--- config.mk ---
export PLATFORM = sky130hd
export DESIGN_NAME = mips_multicycle_ctrl_flat
export DESIGN_NICKNAME = d
export VERILOG_FILES = /design/src/rtl/mips_pkg.sv /design/src/rtl/mips_multicycle_ctrl_if.sv /design/src/rtl/mips_ctrl_decode.sv /design/src/rtl/mips_multicycle_ctrl.sv /design/src/flat_wrapper.sv
export SDC_FILE = /design/constraint.sdc
export NUM_CORES = 1
export LEC_CHECK = 0
export CAP_MARGIN = 20
export CORE_UTILIZATION = 39
export CTS_BUF_LIST = sky130_fd_sc_hd__clkbuf_16
export DETAILED_ROUTE_END_ITERATION = 7
export PLACE_DENSITY_LB_ADDON = 0.05
export SETUP_SLACK_MARGIN = 0.5
export SYNTH_ARGS = -nofsm -noshare
export SYNTH_HDL_FRONTEND = slang
export SYNTH_SLANG_ARGS = --single-unit
--- constraint.sdc ---
create_clock -name clk -period 2.2 [get_ports clk]
set_clock_uncertainty 0.15 [all_clocks]
set_input_delay 0.33 -clock clk [delete_from_list [all_inputs] [get_ports clk]]
set_output_delay 0.33 -clock clk [all_outputs]
set_load 0.01 [all_outputs]
--- src/rtl/mips_pkg.sv ---
// Shared encodings for the multi-cycle MIPS control unit:
// FSM states, opcodes, and the datapath select codes.
package mips_pkg;

    typedef enum logic [3:0] {
        S_IDLE      = 4'd0,
        S_FETCH     = 4'd1,
        S_DECODE    = 4'd2,
        S_MEM_ADDR  = 4'd3,
        S_MEM_READ  = 4'd4,
        S_MEM_WB    = 4'd5,
        S_MEM_WRITE = 4'd6,
        S_R_EXEC    = 4'd7,
        S_R_WB      = 4'd8,
        S_BRANCH    = 4'd9,
        S_JUMP      = 4'd10,
        S_I_EXEC    = 4'd11,
        S_I_WB      = 4'd12
    } state_t;

    localparam logic [5:0] OP_RTYPE = 6'b000000;
    localparam logic [5:0] OP_LW    = 6'b100011;
    localparam logic [5:0] OP_SW    = 6'b101011;
    localparam logic [5:0] OP_BEQ   = 6'b000100;
    localparam logic [5:0] OP_ADDI  = 6'b001000;
    localparam logic [5:0] OP_J     = 6'b000010;

    localparam logic [1:0] ALU_ADD   = 2'b00;
    localparam logic [1:0] ALU_SUB   = 2'b01;
    localparam logic [1:0] ALU_FUNCT = 2'b10;

    localparam logic [1:0] ASB_B      = 2'b00;
    localparam logic [1:0] ASB_FOUR   = 2'b01;
    localparam logic [1:0] ASB_IMM    = 2'b10;
    localparam logic [1:0] ASB_IMM_SH = 2'b11;

    localparam logic [1:0] PCS_ALU    = 2'b00;
    localparam logic [1:0] PCS_ALUOUT = 2'b01;
    localparam logic [1:0] PCS_JUMP   = 2'b10;

    typedef struct packed {
        logic       pc_write;
        logic       pc_write_cond;
        logic       iord;
        logic       mem_read;
        logic       mem_write;
        logic       ir_write;
        logic       mem_to_reg;
        logic       reg_dst;
        logic       reg_write;
        logic       alu_src_a;
        logic [1:0] alu_src_b;
        logic [1:0] alu_op;
        logic [1:0] pc_source;
        logic       instr_done;
        logic       illegal_op;
    } ctrl_t;

    function automatic logic op_legal(input logic [5:0] op);
        return (op == OP_RTYPE) || (op == OP_LW) || (op == OP_SW) ||
               (op == OP_BEQ) || (op == OP_ADDI) || (op == OP_J);
    endfunction

endpackage

--- src/rtl/mips_multicycle_ctrl_if.sv ---
// Control bundle between the multi-cycle controller and the datapath:
// opcode/mem_ready flow in, every select and enable flows out.
interface mips_multicycle_ctrl_if;
    logic [5:0] opcode;
    logic       mem_ready;
    logic       pc_write;
    logic       pc_write_cond;
    logic       iord;
    logic       mem_read;
    logic       mem_write;
    logic       ir_write;
    logic       mem_to_reg;
    logic       reg_dst;
    logic       reg_write;
    logic       alu_src_a;
    logic [1:0] alu_src_b;
    logic [1:0] alu_op;
    logic [1:0] pc_source;
    logic       instr_done;
    logic       illegal_op;
    logic [3:0] state;

    modport master (
        input  opcode, mem_ready,
        output pc_write, pc_write_cond, iord, mem_read, mem_write,
        output ir_write, mem_to_reg, reg_dst, reg_write, alu_src_a,
        output alu_src_b, alu_op, pc_source, instr_done, illegal_op,
        output state
    );

    modport slave (
        output opcode, mem_ready,
        input  pc_write, pc_write_cond, iord, mem_read, mem_write,
        input  ir_write, mem_to_reg, reg_dst, reg_write, alu_src_a,
        input  alu_src_b, alu_op, pc_source, instr_done, illegal_op,
        input  state
    );
endinterface

--- src/rtl/mips_ctrl_decode.sv ---
// Combinational map from FSM state (plus mem_ready and opcode legality)
// to the full datapath control vector.
module mips_ctrl_decode
    import mips_pkg::*;
(
    input  state_t     state,
    input  logic       mem_ready,
    input  logic [5:0] opcode,
    output ctrl_t      ctrl
);

    always_comb begin
        ctrl = '0;
        unique case (state)
            S_FETCH: begin
                ctrl.mem_read  = 1'b1;
                ctrl.alu_src_b = ASB_FOUR;
                ctrl.ir_write  = mem_ready;
                ctrl.pc_write  = mem_ready;
            end
            S_DECODE: begin
                ctrl.alu_src_b = ASB_IMM_SH;
                if (!op_legal(opcode)) begin
                    ctrl.illegal_op = 1'b1;
                    ctrl.instr_done = 1'b1;
                end
            end
            S_MEM_ADDR, S_I_EXEC: begin
                ctrl.alu_src_a = 1'b1;
                ctrl.alu_src_b = ASB_IMM;
            end
            S_MEM_READ: begin
                ctrl.mem_read = 1'b1;
                ctrl.iord     = 1'b1;
            end
            S_MEM_WB: begin
                ctrl.mem_to_reg = 1'b1;
                ctrl.reg_write  = 1'b1;
                ctrl.instr_done = 1'b1;
            end
            S_MEM_WRITE: begin
                ctrl.mem_write  = 1'b1;
                ctrl.iord       = 1'b1;
                ctrl.instr_done = mem_ready;
            end
            S_R_EXEC: begin
                ctrl.alu_src_a = 1'b1;
                ctrl.alu_op    = ALU_FUNCT;
            end
            S_R_WB: begin
                ctrl.reg_dst    = 1'b1;
                ctrl.reg_write  = 1'b1;
                ctrl.instr_done = 1'b1;
            end
            S_BRANCH: begin
                ctrl.alu_src_a     = 1'b1;
                ctrl.alu_op        = ALU_SUB;
                ctrl.pc_write_cond = 1'b1;
                ctrl.pc_source     = PCS_ALUOUT;
                ctrl.instr_done    = 1'b1;
            end
            S_JUMP: begin
                ctrl.pc_write   = 1'b1;
                ctrl.pc_source  = PCS_JUMP;
                ctrl.instr_done = 1'b1;
            end
            S_I_WB: begin
                ctrl.reg_write  = 1'b1;
                ctrl.instr_done = 1'b1;
            end
            default: ;
        endcase
    end

endmodule

--- src/rtl/mips_multicycle_ctrl.sv ---
// Multi-cycle MIPS control unit: state register and next-state logic;
// control outputs come from mips_ctrl_decode.
module mips_multicycle_ctrl
    import mips_pkg::*;
(
    input  logic                  clk,
    input  logic                  rst_n,
    mips_multicycle_ctrl_if.master bus
);

    state_t state_q;
    state_t state_d;
    logic   is_lw_q;
    ctrl_t  c;

    mips_ctrl_decode u_dec (
        .state     (state_q),
        .mem_ready (bus.mem_ready),
        .opcode    (bus.opcode),
        .ctrl      (c)
    );

    always_comb begin
        state_d = state_q;
        unique case (state_q)
            S_IDLE:   state_d = S_FETCH;
            S_FETCH:  if (bus.mem_ready) state_d = S_DECODE;
            S_DECODE: begin
                unique case (bus.opcode)
                    OP_LW, OP_SW: state_d = S_MEM_ADDR;
                    OP_RTYPE:     state_d = S_R_EXEC;
                    OP_BEQ:       state_d = S_BRANCH;
                    OP_J:         state_d = S_JUMP;
                    OP_ADDI:      state_d = S_I_EXEC;
                    default:      state_d = S_FETCH;
                endcase
            end
            S_MEM_ADDR:  state_d = is_lw_q ? S_MEM_READ : S_MEM_WRITE;
            S_MEM_READ:  if (bus.mem_ready) state_d = S_MEM_WB;
            S_MEM_WRITE: if (bus.mem_ready) state_d = S_FETCH;
            S_R_EXEC:    state_d = S_R_WB;
            S_I_EXEC:    state_d = S_I_WB;
            default:     state_d = S_FETCH;
        endcase
    end

    // Opcode is only valid in DECODE, so remember lw vs sw for MEM_ADDR.
    always_ff @(posedge clk or negedge rst_n) begin
        if (!rst_n) begin
            state_q <= S_IDLE;
            is_lw_q <= 1'b0;
        end else begin
            state_q <= state_d;
            if (state_q == S_DECODE)
                is_lw_q <= (bus.opcode == OP_LW);
        end
    end

    assign bus.pc_write      = c.pc_write;
    assign bus.pc_write_cond = c.pc_write_cond;
    assign bus.iord          = c.iord;
    assign bus.mem_read      = c.mem_read;
    assign bus.mem_write     = c.mem_write;
    assign bus.ir_write      = c.ir_write;
    assign bus.mem_to_reg    = c.mem_to_reg;
    assign bus.reg_dst       = c.reg_dst;
    assign bus.reg_write     = c.reg_write;
    assign bus.alu_src_a     = c.alu_src_a;
    assign bus.alu_src_b     = c.alu_src_b;
    assign bus.alu_op        = c.alu_op;
    assign bus.pc_source     = c.pc_source;
    assign bus.instr_done    = c.instr_done;
    assign bus.illegal_op    = c.illegal_op;
    assign bus.state         = state_q;

endmodule
--- src/flat_wrapper.sv ---
// flat-port wrapper written by rule: the top's interface ports become plain ports
module mips_multicycle_ctrl_flat import mips_pkg::*;
  (clk, rst_n, bus_opcode, bus_mem_ready, bus_pc_write, bus_pc_write_cond, bus_iord, bus_mem_read, bus_mem_write, bus_ir_write, bus_mem_to_reg, bus_reg_dst, bus_reg_write, bus_alu_src_a, bus_alu_src_b, bus_alu_op, bus_pc_source, bus_instr_done, bus_illegal_op, bus_state);
  mips_multicycle_ctrl_if bus_i ();
  input  logic clk;
  input  logic rst_n;
  input wire logic [$bits(bus_i.opcode)-1:0] bus_opcode;
  input wire logic [$bits(bus_i.mem_ready)-1:0] bus_mem_ready;
  output wire logic [$bits(bus_i.pc_write)-1:0] bus_pc_write;
  output wire logic [$bits(bus_i.pc_write_cond)-1:0] bus_pc_write_cond;
  output wire logic [$bits(bus_i.iord)-1:0] bus_iord;
  output wire logic [$bits(bus_i.mem_read)-1:0] bus_mem_read;
  output wire logic [$bits(bus_i.mem_write)-1:0] bus_mem_write;
  output wire logic [$bits(bus_i.ir_write)-1:0] bus_ir_write;
  output wire logic [$bits(bus_i.mem_to_reg)-1:0] bus_mem_to_reg;
  output wire logic [$bits(bus_i.reg_dst)-1:0] bus_reg_dst;
  output wire logic [$bits(bus_i.reg_write)-1:0] bus_reg_write;
  output wire logic [$bits(bus_i.alu_src_a)-1:0] bus_alu_src_a;
  output wire logic [$bits(bus_i.alu_src_b)-1:0] bus_alu_src_b;
  output wire logic [$bits(bus_i.alu_op)-1:0] bus_alu_op;
  output wire logic [$bits(bus_i.pc_source)-1:0] bus_pc_source;
  output wire logic [$bits(bus_i.instr_done)-1:0] bus_instr_done;
  output wire logic [$bits(bus_i.illegal_op)-1:0] bus_illegal_op;
  output wire logic [$bits(bus_i.state)-1:0] bus_state;
  assign bus_i.opcode = bus_opcode;
  assign bus_i.mem_ready = bus_mem_ready;
  assign bus_pc_write = bus_i.pc_write;
  assign bus_pc_write_cond = bus_i.pc_write_cond;
  assign bus_iord = bus_i.iord;
  assign bus_mem_read = bus_i.mem_read;
  assign bus_mem_write = bus_i.mem_write;
  assign bus_ir_write = bus_i.ir_write;
  assign bus_mem_to_reg = bus_i.mem_to_reg;
  assign bus_reg_dst = bus_i.reg_dst;
  assign bus_reg_write = bus_i.reg_write;
  assign bus_alu_src_a = bus_i.alu_src_a;
  assign bus_alu_src_b = bus_i.alu_src_b;
  assign bus_alu_op = bus_i.alu_op;
  assign bus_pc_source = bus_i.pc_source;
  assign bus_instr_done = bus_i.instr_done;
  assign bus_illegal_op = bus_i.illegal_op;
  assign bus_state = bus_i.state;
  mips_multicycle_ctrl u_core (.clk(clk), .rst_n(rst_n), .bus(bus_i));
endmodule
==> results of run 1 <==
==> metrics by stage <==
stage	area (µm²)	setup slack [ns]	hold slack [ns]	std cells	utilization
CTS	1380	-0.0411	0.187	159	0.929
global placement	1050	-0.695	0.356	138	0.703
detailed placement	1050	-0.710	0.345	138	0.703
floorplan	626	0.135	-0.116	80	-
==> kinds of logic after synthesis <==
family	after synthesis	share of synthesized area
simple gates	38	0.344
compound gates	25	0.340
buf+inv	9	0.0688
flops	5	0.202
xor+xnor	2	0.0283
mux	1	0.0162
==> cells in the mapped netlist, types with 2 or more instances <==
cell	n	area share
o2bb2ai_1	2	0.028
nand2_1	6	0.036
a31oi_1	3	0.030
nor3_2	2	0.032
nand3_1	2	0.016
o21ai_0	3	0.024
nor2_1	12	0.073
o21a_1	2	0.024
buf_4	2	0.024
dfrtp_1	5	0.20
clkbuf_1	3	0.018
a21boi_1	2	0.024
nand2b_1	3	0.030
nor3_1	4	0.032
nor2b_1	2	0.020
or4b_1	2	0.032
==> timing repair <==
item,4_1_cts
hold buffers,0
gates cloned,0
endpoints found under the setup margin,25
gates resized for setup,157
pin swaps,15
setup buffers,17
==> out/results.txt, run 1 <==
status - stopped before the end
Failed at - 5_1_grt
tool error - [ERROR DPL-0038] Utilization greater than 100%, impossible to legalize
CTS Buf Count - 3
Cell variety after synth - 41
largest net degree at the start of global routing - 20
clock root cell - clkbuf_16
Yosys warnings - 0
Primary FF master, synth - dfrtp_1
share of flip-flops with an asynchronous set or reset - 1.00
Mapped Nets - 89
Post-synth EDFFs - 0
Cell Area, Synth - 618 µm²
flops & latches, synth - 5
syn avg cell area - 7.73 µm²
Placer Congestion - 0.799
Starting Density - 0.415
H-tree levels - 1
post-synthesis sequential area ratio - 0.202
GR repair worst EP - bus_instr_done
clock sinks - 5
Die Y - 41.8 µm
CTS Buffer Depth - 2
Chip Width - 41.8 µm
I/O pin cnt - 31
Post-Syn Instances - 80
placement row count - 14
I/O Buffers - 30
post-DP HPWL - 1420 µm
worst ep type - top-level output
==> inputs of run 2 (changes only) <==
--- a/config.mk
+++ b/config.mk
@@ -6,11 +6,10 @@
 export NUM_CORES = 1
 export LEC_CHECK = 0
 export CAP_MARGIN = 20
-export CORE_UTILIZATION = 39
-export CTS_BUF_LIST = sky130_fd_sc_hd__clkbuf_16
+export CORE_AREA = 2 2 63 65
 export DETAILED_ROUTE_END_ITERATION = 7
-export PLACE_DENSITY_LB_ADDON = 0.05
-export SETUP_SLACK_MARGIN = 0.5
+export DIE_AREA = 0 0 65 67
+export PLACE_DENSITY_LB_ADDON = 0.15
 export SYNTH_ARGS = -nofsm -noshare
 export SYNTH_HDL_FRONTEND = slang
 export SYNTH_SLANG_ARGS = --single-unit
==> out/results.txt, run 2 <==
status - finished with violations
failing checks - setup timing
GRT Util Overall - 0.0974
Yosys warnings - 0
first-pass GRT wire length - 3330 µm
multi-input logic area - 487 µm²
H-tree levels - 1
Final WS setup - -0.0160 ns
Routed Antenna Nets - 0
post-route setup TNS - -0.0160 ns
NumNets Final - 139
Req. time, crit path - 1.72 ns
VDD IR-drop max - 0.000482 V
CP arrival - 1.74 ns
Final Hold Fails - 0
Synth top cells by count - nor2_1, nand2_1, dfrtp_1
most common cell after layout, fill and taps aside - buf_4
worst slew pin tran - 0.379 ns
RSZ-0062 raised after global routing - yes
die area - 4360 µm²
DRT Wirelength - 2140 µm
Core ar. - 3610 µm²
I/O pin cnt - 31
share of flip-flops with an asynchronous set or reset - 1.00
Cell Area, Synth - 618 µm²
Chip Width - 65 µm
most frequent cells in the layout - buf_4, nor2_1, dlygate4sd2_1, clkdlybuf4s50_1
Worst setup EP type - primary output
Cell variety after synth - 41
crit share post-route - 1.01
critical path launch point type - input pin
vias in the first global route - 730
largest net degree at the start of global routing - 20
Starting Density - 0.171
clk_lat worst skew - 0.22 ns
TritonRoute pass-1 iters - 5
clk slew on worst S/H paths - 0.03 ns
Max Cap Viol - 0
placement row count - 22
1st-iter DRT viols - 20
Worst Hold Class - in2async
clock root cell - clkbuf_8
Slew headroom - 0.741
initial antenna violation count - 0
CTS Buf Count - 3
synth top area cells - dfrtp_1, nor2_1, a2111oi_4
post-DP HPWL - 1650 µm
Routed wire per std cell - 12.1 µm
worst setup path category - in2out
register area - 125 µm²
Post-synth EDFFs - 0
Die Y - 67 µm
vias post-DR - 784
Vias/cell - 4.43
syn avg cell area - 7.73 µm²
PwrDens - 1010 nW/µm²
Mapped Nets - 89
Post-Syn Instances - 80
CP max FO - 2
post-synthesis sequential area ratio - 0.202
Slew Viols, Final - 0
Static Leakage - 0.562 nW
overflow left after global routing - 0
number of remaining DRC errors - 0
Final min period - 2.22 ns
final setup fails - 1
max FFs per register - 4
Placer Congestion - 0.800
flops & latches, synth - 5
clock sinks - 5
hold buffer count at cts - 0
total power - 1.19 mW
I/O Buffers - 30
post-synth top area share - 0.202
leading area contributor after synthesis - dfrtp_1
Max Fclk - 0.451 GHz
CTS tree - yes
Primary FF master, synth - dfrtp_1
fill cell count - 392
count leader, synth - nor2_1
layout cells sized above 1 - 0.333
area grow syn2layout - 90.9%
CTS Buffer Depth - 2
n_diodes - 0
run 2: cell counts after synthesis:
No cell type changed its count.
run 2: critical path, stage by stage:
cell,delay [ns]
buf_6,0.09
or4b_4,0.54
a211oi_4,0.28
a2111oi_4,0.07
a221o_1,0.27
buf_2,0.14
run 2: cells by family (layout without fill, tap and decap cells):
| family | after synthesis | count (layout) | synth area share |
|---|---|---|---|
| AOI/OAI and AO/OA | 25 | 25 | 0.340 |
| DFF | 5 | 5 | 0.202 |
| and+or+nand+nor | 38 | 38 | 0.344 |
| xor gates and xnor gates | 2 | 2 | 0.0283 |
| buffers and inverters | 9 | 58 | 0.0688 |
| muxes | 1 | 1 | 0.0162 |
run 2: area by class of cell:
| type | count | share of cell area |
|---|---|---|
| Timing Repair Buffer | 52 | 0.386 |
| Inverter | 2 | 0.00636 |
| Clock buffer | 4 | 0.0382 |
| Sequential cell | 5 | 0.106 |
| Tap cell | 48 | 0.0509 |
| Multi-Input combinational cell | 66 | 0.413 |
run 2: what timing repair did:
item	CTS	global route
cloned	0	0
setup buffers	1	0
setup endpoints to repair	15	7
pin swaps	6	4
gates resized for setup	45	11
run 2: per-layer routing:
metal	part of all wire	vias up	wire length, µm	global-route usage
li1	-	397	-	-
met1	0.49	367	1040	0.131
met2	0.48	20	1020	0.161
met3	0.032	0	69	0.0118
met4	0	0	0	0.0319
met5	0	-	0	0
run 2: final timing paths:
path / end / slack, ns / cells after the start / from
max: bus_instr_done / -0.02 / 6 / bus_opcode[5]
min: u_core.bus.state[3] / 0.18 / 1 / rst_n
max reg2reg: u_core.bus.state[1] / 0.28 / 5 / u_core.bus.state[2]
min reg2reg: u_core.is_lw_q / 0.36 / 1 / u_core.is_lw_q
max in group asynchronous: u_core.bus.state[0] / 1.53 / 1 / rst_n
min in group clk: u_core.is_lw_q / 0.36 / 1 / u_core.is_lw_q
run 2: metrics by stage:
step | hold WS, ns | setup slack, ns | instances | utilization | instance area [µm²]
4_1_cts | 0.182 | -0.0567 | 177 | 0.321 | 1160
5_1_grt | 0.196 | -0.0513 | 177 | 0.327 | 1180
6_report | 0.181 | -0.0160 | 177 | 0.327 | 1180
3_5_place_dp | 0.353 | -0.798 | 172 | 0.305 | 1100
2_1_floorplan | -0.116 | 0.114 | 80 | - | 618
3_3_place_gp | 0.352 | -0.734 | 172 | 0.305 | 1100
run 2: report_power, final:
group	internal, mW	switching [mW]	leakage, nW
registers	0.121	0.0156	0.0649
clock network	0.124	0.0407	0.0228
logic	0.446	0.439	0.474
total	0.691	0.495	0.562
Note: power is estimated with default switching activity, not from simulation.
